## src/rtl/trap_sequencer.sv

```systemverilog
// rtl/trap_sequencer.sv - machine-mode trap/mret sequencer between commit, CSR file and fetch
module trap_sequencer #(
    parameter int DATA_W = 64,
    parameter int ADDR_W = 64
) (
    input  logic              clk,
    input  logic              rst,
    input  logic              inst_valid,
    input  logic [ADDR_W-1:0] inst_addr,
    input  logic              inst_ecall,
    input  logic              inst_ebreak,
    input  logic              inst_mret,
    input  logic              clint_mtip,
    input  logic              mstatus_mie,
    input  logic              mie_mtie,
    input  logic [DATA_W-1:0] mtvec_in,
    input  logic [ADDR_W-1:0] mepc_in,
    input  logic              bus_busy,
    input  logic              redirect_ready,
    output logic              inst_kill,
    output logic              pipe_hold,
    output logic              trap_we,
    output logic [ADDR_W-1:0] trap_epc,
    output logic [DATA_W-1:0] trap_cause,
    output logic              ret_we,
    output logic              redirect_valid,
    output logic [ADDR_W-1:0] redirect_pc
);

    typedef enum logic [1:0] {S_IDLE, S_DRAIN, S_SAVE, S_JUMP} state_t;

    localparam logic [DATA_W-1:0] IRQ_CAUSE = {1'b1, {(DATA_W-4){1'b0}}, 3'b111};

    state_t            r_state;
    state_t            w_next;
    logic [ADDR_W-1:0] r_epc;
    logic [DATA_W-1:0] r_cause;
    logic              r_is_ret;

    logic              w_irq;
    logic              w_trap;
    logic              w_ret;
    logic [DATA_W-1:0] w_cause;
    logic [ADDR_W-1:0] w_base;
    logic              w_vectored;
    logic [ADDR_W-1:0] w_trap_pc;

    // An interrupt outranks any flag on the committing instruction; that instruction re-executes later.
    assign w_irq      = clint_mtip & mstatus_mie & mie_mtie;
    assign w_trap     = inst_valid & (w_irq | inst_ecall | inst_ebreak);
    assign w_ret      = inst_valid & inst_mret & ~w_trap;
    assign w_cause    = w_irq ? IRQ_CAUSE : (inst_ecall ? DATA_W'(11) : DATA_W'(3));
    assign w_base     = ADDR_W'(mtvec_in) & ~ADDR_W'(3);
    assign w_vectored = (mtvec_in[1:0] == 2'b01) & r_cause[DATA_W-1];
    assign w_trap_pc  = w_vectored ? (w_base + ADDR_W'({r_cause[5:0], 2'b00})) : w_base;

    always_ff @(posedge clk) begin
        if (!rst) begin
            r_state  <= S_IDLE;
            r_epc    <= '0;
            r_cause  <= '0;
            r_is_ret <= 1'b0;
        end else begin
            r_state <= w_next;
            if (r_state == S_IDLE) begin
                if (w_trap) begin
                    r_epc    <= inst_addr;
                    r_cause  <= w_cause;
                    r_is_ret <= 1'b0;
                end else if (w_ret) begin
                    r_is_ret <= 1'b1;
                end
            end else if (r_state == S_JUMP && redirect_ready) begin
                r_is_ret <= 1'b0;
            end
        end
    end

    always_comb begin
        w_next         = r_state;
        inst_kill      = 1'b0;
        pipe_hold      = (r_state != S_IDLE);
        trap_we        = 1'b0;
        trap_epc       = '0;
        trap_cause     = '0;
        ret_we         = 1'b0;
        redirect_valid = 1'b0;
        redirect_pc    = '0;
        case (r_state)
            S_IDLE: begin
                inst_kill = w_trap;
                if (w_trap)     w_next = bus_busy ? S_DRAIN : S_SAVE;
                else if (w_ret) w_next = S_JUMP;
            end
            S_DRAIN: begin
                if (!bus_busy) w_next = S_SAVE;
            end
            S_SAVE: begin
                trap_we    = 1'b1;
                trap_epc   = r_epc;
                trap_cause = r_cause;
                w_next     = S_JUMP;
            end
            S_JUMP: begin
                redirect_valid = 1'b1;
                redirect_pc    = r_is_ret ? mepc_in : w_trap_pc;
                ret_we         = r_is_ret & redirect_ready;
                if (redirect_ready) w_next = S_IDLE;
            end
            default: w_next = S_IDLE;
        endcase
    end

endmodule

```

## config.mk

```make
export PLATFORM = sky130hd
export DESIGN_NAME = trap_sequencer
export DESIGN_NICKNAME = d
export VERILOG_FILES = /design/src/rtl/trap_sequencer.sv
export SDC_FILE = /design/constraint.sdc
export NUM_CORES = 1
export LEC_CHECK = 0
export ABC_AREA = 1
export BUFFER_PORTS_ARGS = -buffer_cell sky130_fd_sc_hd__buf_2
export CORE_AREA = 3 3 156 158
export CTS_CLUSTER_DIAMETER = 100
export DETAILED_ROUTE_END_ITERATION = 7
export DIE_AREA = 0 0 159 161
export HOLD_SLACK_MARGIN = 0.1
export REMOVE_ABC_BUFFERS = 1
export SLEW_MARGIN = 20
export SYNTH_ARGS = -nofsm -noshare
export SYNTH_HDL_FRONTEND = slang
export SYNTH_SLANG_ARGS = --single-unit
```

## constraint.sdc

```tcl
create_clock -name clk -period 3.2 [get_ports clk]
set_input_delay 0.48 -clock clk [delete_from_list [all_inputs] [get_ports clk]]
set_output_delay 0.48 -clock clk [all_outputs]
set_load 0.01 [all_outputs]
```

==> qor.csv <==
metric,value,unit
run_status,finished clean,
numPlacedInstances,1894,
edff_count_synth,0,
yosys.area.top_type_share,0.1999,
ant_nets,0,
first_global_vias,8204,
critical_path_class,flip-flop to output port,
netlist_instances,1275,
power_density,435.0,mW/mm2
path_clk_slew,0.07,ns
detailedRoute.firstIterationViolations,469,
cts.path.max_buffers,2,
ys_top_cells_by_area,"sky130_fd_sc_hd__dfxtp_1 20%, sky130_fd_sc_hd__nor2_1 16%, sky130_fd_sc_hd__nand2_1 15%",
syn-mean-instance-area,5.497,um2
grt.overflow.total,0,
grt_setup_unrepaired,false,
synth_seq_area_share,0.1999,
grt_max_degree,63,
finish.net_count,1800,
cp-start-kind,flip-flop,
clock_latency,0.33,ns
critical_path.max_fanout,11,
cp_data_required_time,2.72,ns
portBuffers,340,
report.final.hold_viol_count,0,
syn_to_final_growth,29.51,%
number_of_antenna_violations_at_the_first_check_in_global_routing,4,
period_share,0.9082,
coreArea,0.02326,mm2
ir_worst_vdd,0.0003678,V
measured_slew_at_the_worst_slew_check_pin,0.6582,ns
cts_num_sinks,70,
fillerInstances,2673,
postSynthRegisterBits,70,
detail_route.drc_violations,0,
timing.critical_path.arrival,2.43,ns
tritoncts.num_buffers,9,
critical_path.endpoint_type,output port,
htree_num_levels,3,
die-area,0.02560,mm2
dieWidth,159,um
yosys.cell_types.count,44,
finalCriticalPeriod,2.906,ns
leakage,5.688,nW
finalPower,3.948,mW
route.vias.total,8595,
avgViaCountPerCell,4.493,
timing.max_cap.violations,0,
slew_headroom,0.5612,
fin_worst_skew,0.009747,ns
detailedRoute.firstPassIterationCount,5,
cts_tree,done,
routabilityCongestion,0.9069,
chipHeight,161,um
dp_hpwl,21.46,mm
finish.cell_count_without_fillers,1913,
finalWirelength,26.69,mm
syn-cell-area,0.007009,mm2
asyncSetResetFlopFracSynth,0,
commonest_register_cell_after_synthesis,sky130_fd_sc_hd__dfxtp_1,
postCtsSetupBuffers,0,
timing.hold.worst.class,input port to flip-flop,
hold_buffers,0,
initial_core_util,0.3013,
clk_root_buffer_cell,sky130_fd_sc_hd__clkbuf_16,
achievable-frequency,344.1,MHz
grt_pass1_wl,41.83,mm
placement.cell_area,0.008788,mm2
finalSetupViolCount,0,
std_cell_rows,56,
design_area,0.009077,mm2
global_route.usage.total,0.1972,
drive_gt1_frac,0.2613,
synth_top_cell_by_area,sky130_fd_sc_hd__dfxtp_1,
final.hold.worst_slack,0.3669,ns
drt-wirelength-per-cell,13.95,um
pin_count,400,
final_max_slew_viol_count,0,
synth-warning-count,0,
[synthesized netlist by cell type (3+ instances only)]
library cell and number:
sky130_fd_sc_hd__nor2_1 294, sky130_fd_sc_hd__nand2_1 281, sky130_fd_sc_hd__inv_1 185, sky130_fd_sc_hd__o21ai_0 94, sky130_fd_sc_hd__nand3_1 81, sky130_fd_sc_hd__dfxtp_1 70, sky130_fd_sc_hd__buf_4 61, sky130_fd_sc_hd__clkbuf_1 32
sky130_fd_sc_hd__nand4_1 24, sky130_fd_sc_hd__a21oi_1 19, sky130_fd_sc_hd__nand3b_1 15, sky130_fd_sc_hd__buf_2 14, sky130_fd_sc_hd__o211ai_1 12, sky130_fd_sc_hd__nor2_4 10, sky130_fd_sc_hd__nor3_1 10, sky130_fd_sc_hd__ha_1 9
sky130_fd_sc_hd__nand2_2 7, sky130_fd_sc_hd__nor2_2 7, sky130_fd_sc_hd__or2_0 6, sky130_fd_sc_hd__xor2_1 4, sky130_fd_sc_hd__buf_1 3, sky130_fd_sc_hd__inv_2 3, sky130_fd_sc_hd__nand2_4 3, sky130_fd_sc_hd__nor2_8 3
sky130_fd_sc_hd__or2_2 3, sky130_fd_sc_hd__xnor2_1 3
[cells by family after synthesis]
| family | share of synthesized area |
|---|---|
| and+or+nand+nor | 0.4730 |
| adders and majority gates | 0.01892 |
| AOI/OAI and AO/OA | 0.1010 |
| other | 0.0005350 |
| xor gates and xnor gates | 0.008747 |
| buffers and inverters | 0.1978 |
| DFF | 0.1999 |
[layout make-up]
type | instances | area (um2) | share of cell area
well taps | 319 | 399.1 | 0.04397
repair buffers | 353 | 1824 | 0.2010
flip-flops and latches | 70 | 1403 | 0.1545
clock inverters | 6 | 45.04 | 0.004962
diodes | 2 | 5.005 | 0.0005513
clock buffers | 10 | 229.0 | 0.02522
multi-input cells | 963 | 4456 | 0.4908
inverters | 190 | 716.9 | 0.07898
[flip-flops by register name (all words and copies together), names as in the netlist]
name and cells:
r_cause 3, r_epc 64, r_is_ret 1, r_state 2
[stage by stage]
| step | TNS [ns] | utilization | setup WS [ns] |
|---|---|---|---|
| after floorplan | -0.4361 | - | -0.09559 |
| after global placement | 0 | 0.3778 | 0.2462 |
| after detailed placement | 0 | 0.3778 | 0.2268 |
| after CTS | 0 | 0.3896 | 0.04497 |
| after global routing | 0 | 0.3900 | 0.03845 |
| final | 0 | 0.3902 | 0.2939 |
[report_power, final]
part | internal [mW] | total, mW | switching [mW] | leakage (nW)
Clock | 0.529 | 0.933 | 0.404 | 0.126
Combinational | 0.636 | 1.79 | 1.16 | 4.99
Sequential | 1.10 | 1.22 | 0.126 | 0.577
[worst max-delay path, cell delays in order, from the launching register on]
cell,delay (ns)
sky130_fd_sc_hd__dfxtp_1,0.40
sky130_fd_sc_hd__ha_1,0.41
sky130_fd_sc_hd__nand2_1,0.07
sky130_fd_sc_hd__nor2_1,0.11
sky130_fd_sc_hd__nand2_1,0.07
sky130_fd_sc_hd__nand3_2,0.09
sky130_fd_sc_hd__nand2_1,0.13
sky130_fd_sc_hd__nor2_2,0.11
sky130_fd_sc_hd__buf_4,0.18
sky130_fd_sc_hd__nand2_1,0.06
sky130_fd_sc_hd__nand3_1,0.17
sky130_fd_sc_hd__o211ai_1,0.11
sky130_fd_sc_hd__inv_1,0.06
sky130_fd_sc_hd__buf_2,0.12
[per-layer routing]
metal	vias up	share of wire	GRT usage
li1	4437	-	-
met1	3794	0.41	0.2374
met3	32	0.091	0.06078
met5	-	0.0010	0
met4	4	0.018	0.04457
met2	328	0.48	0.3464
[path summary, 6_finish.rpt]
path | start | end | slack (ns) | depth (start not counted)
setup / recovery | r_cause[2] | redirect_pc[23] | 0.29 | 13
hold / removal | inst_addr[10] | r_epc[10] | 0.37 | 3
setup reg to reg | r_state[0] | r_epc[9] | 1.28 | 7
hold reg to reg | r_epc[54] | r_epc[54] | 0.51 | 2
[cell usage in the layout, fill, tap and decap left out, drive strengths merged]
cell type	Yosys	layout
xor2	4	4
nand2	291	291
nand3b	15	15
o22ai	2	2
nand3	84	84
inv	189	190
buf	79	353
nor3	11	11
dfxtp	70	70
a22oi	2	2
ha	9	9
nor4	1	1
fa	1	1
clkinvlp	0	3
a211oi	1	1
o211ai	13	13
clkbuf	32	10
o21ai	95	95
a21oi	19	19
xnor2	3	3
or2	10	10
nor2	314	315
conb	1	59
diode	0	2
nand4	24	24
and2	3	3
nor3b	1	1
clkinv	1	3
[timing repair]
item                                    in CTS  in global routing
endpoints found under the setup margin       0                 19
hold endpoints to repair                     0                  0
resized for setup                            0                  2
(Power assumes the default switching activity.)
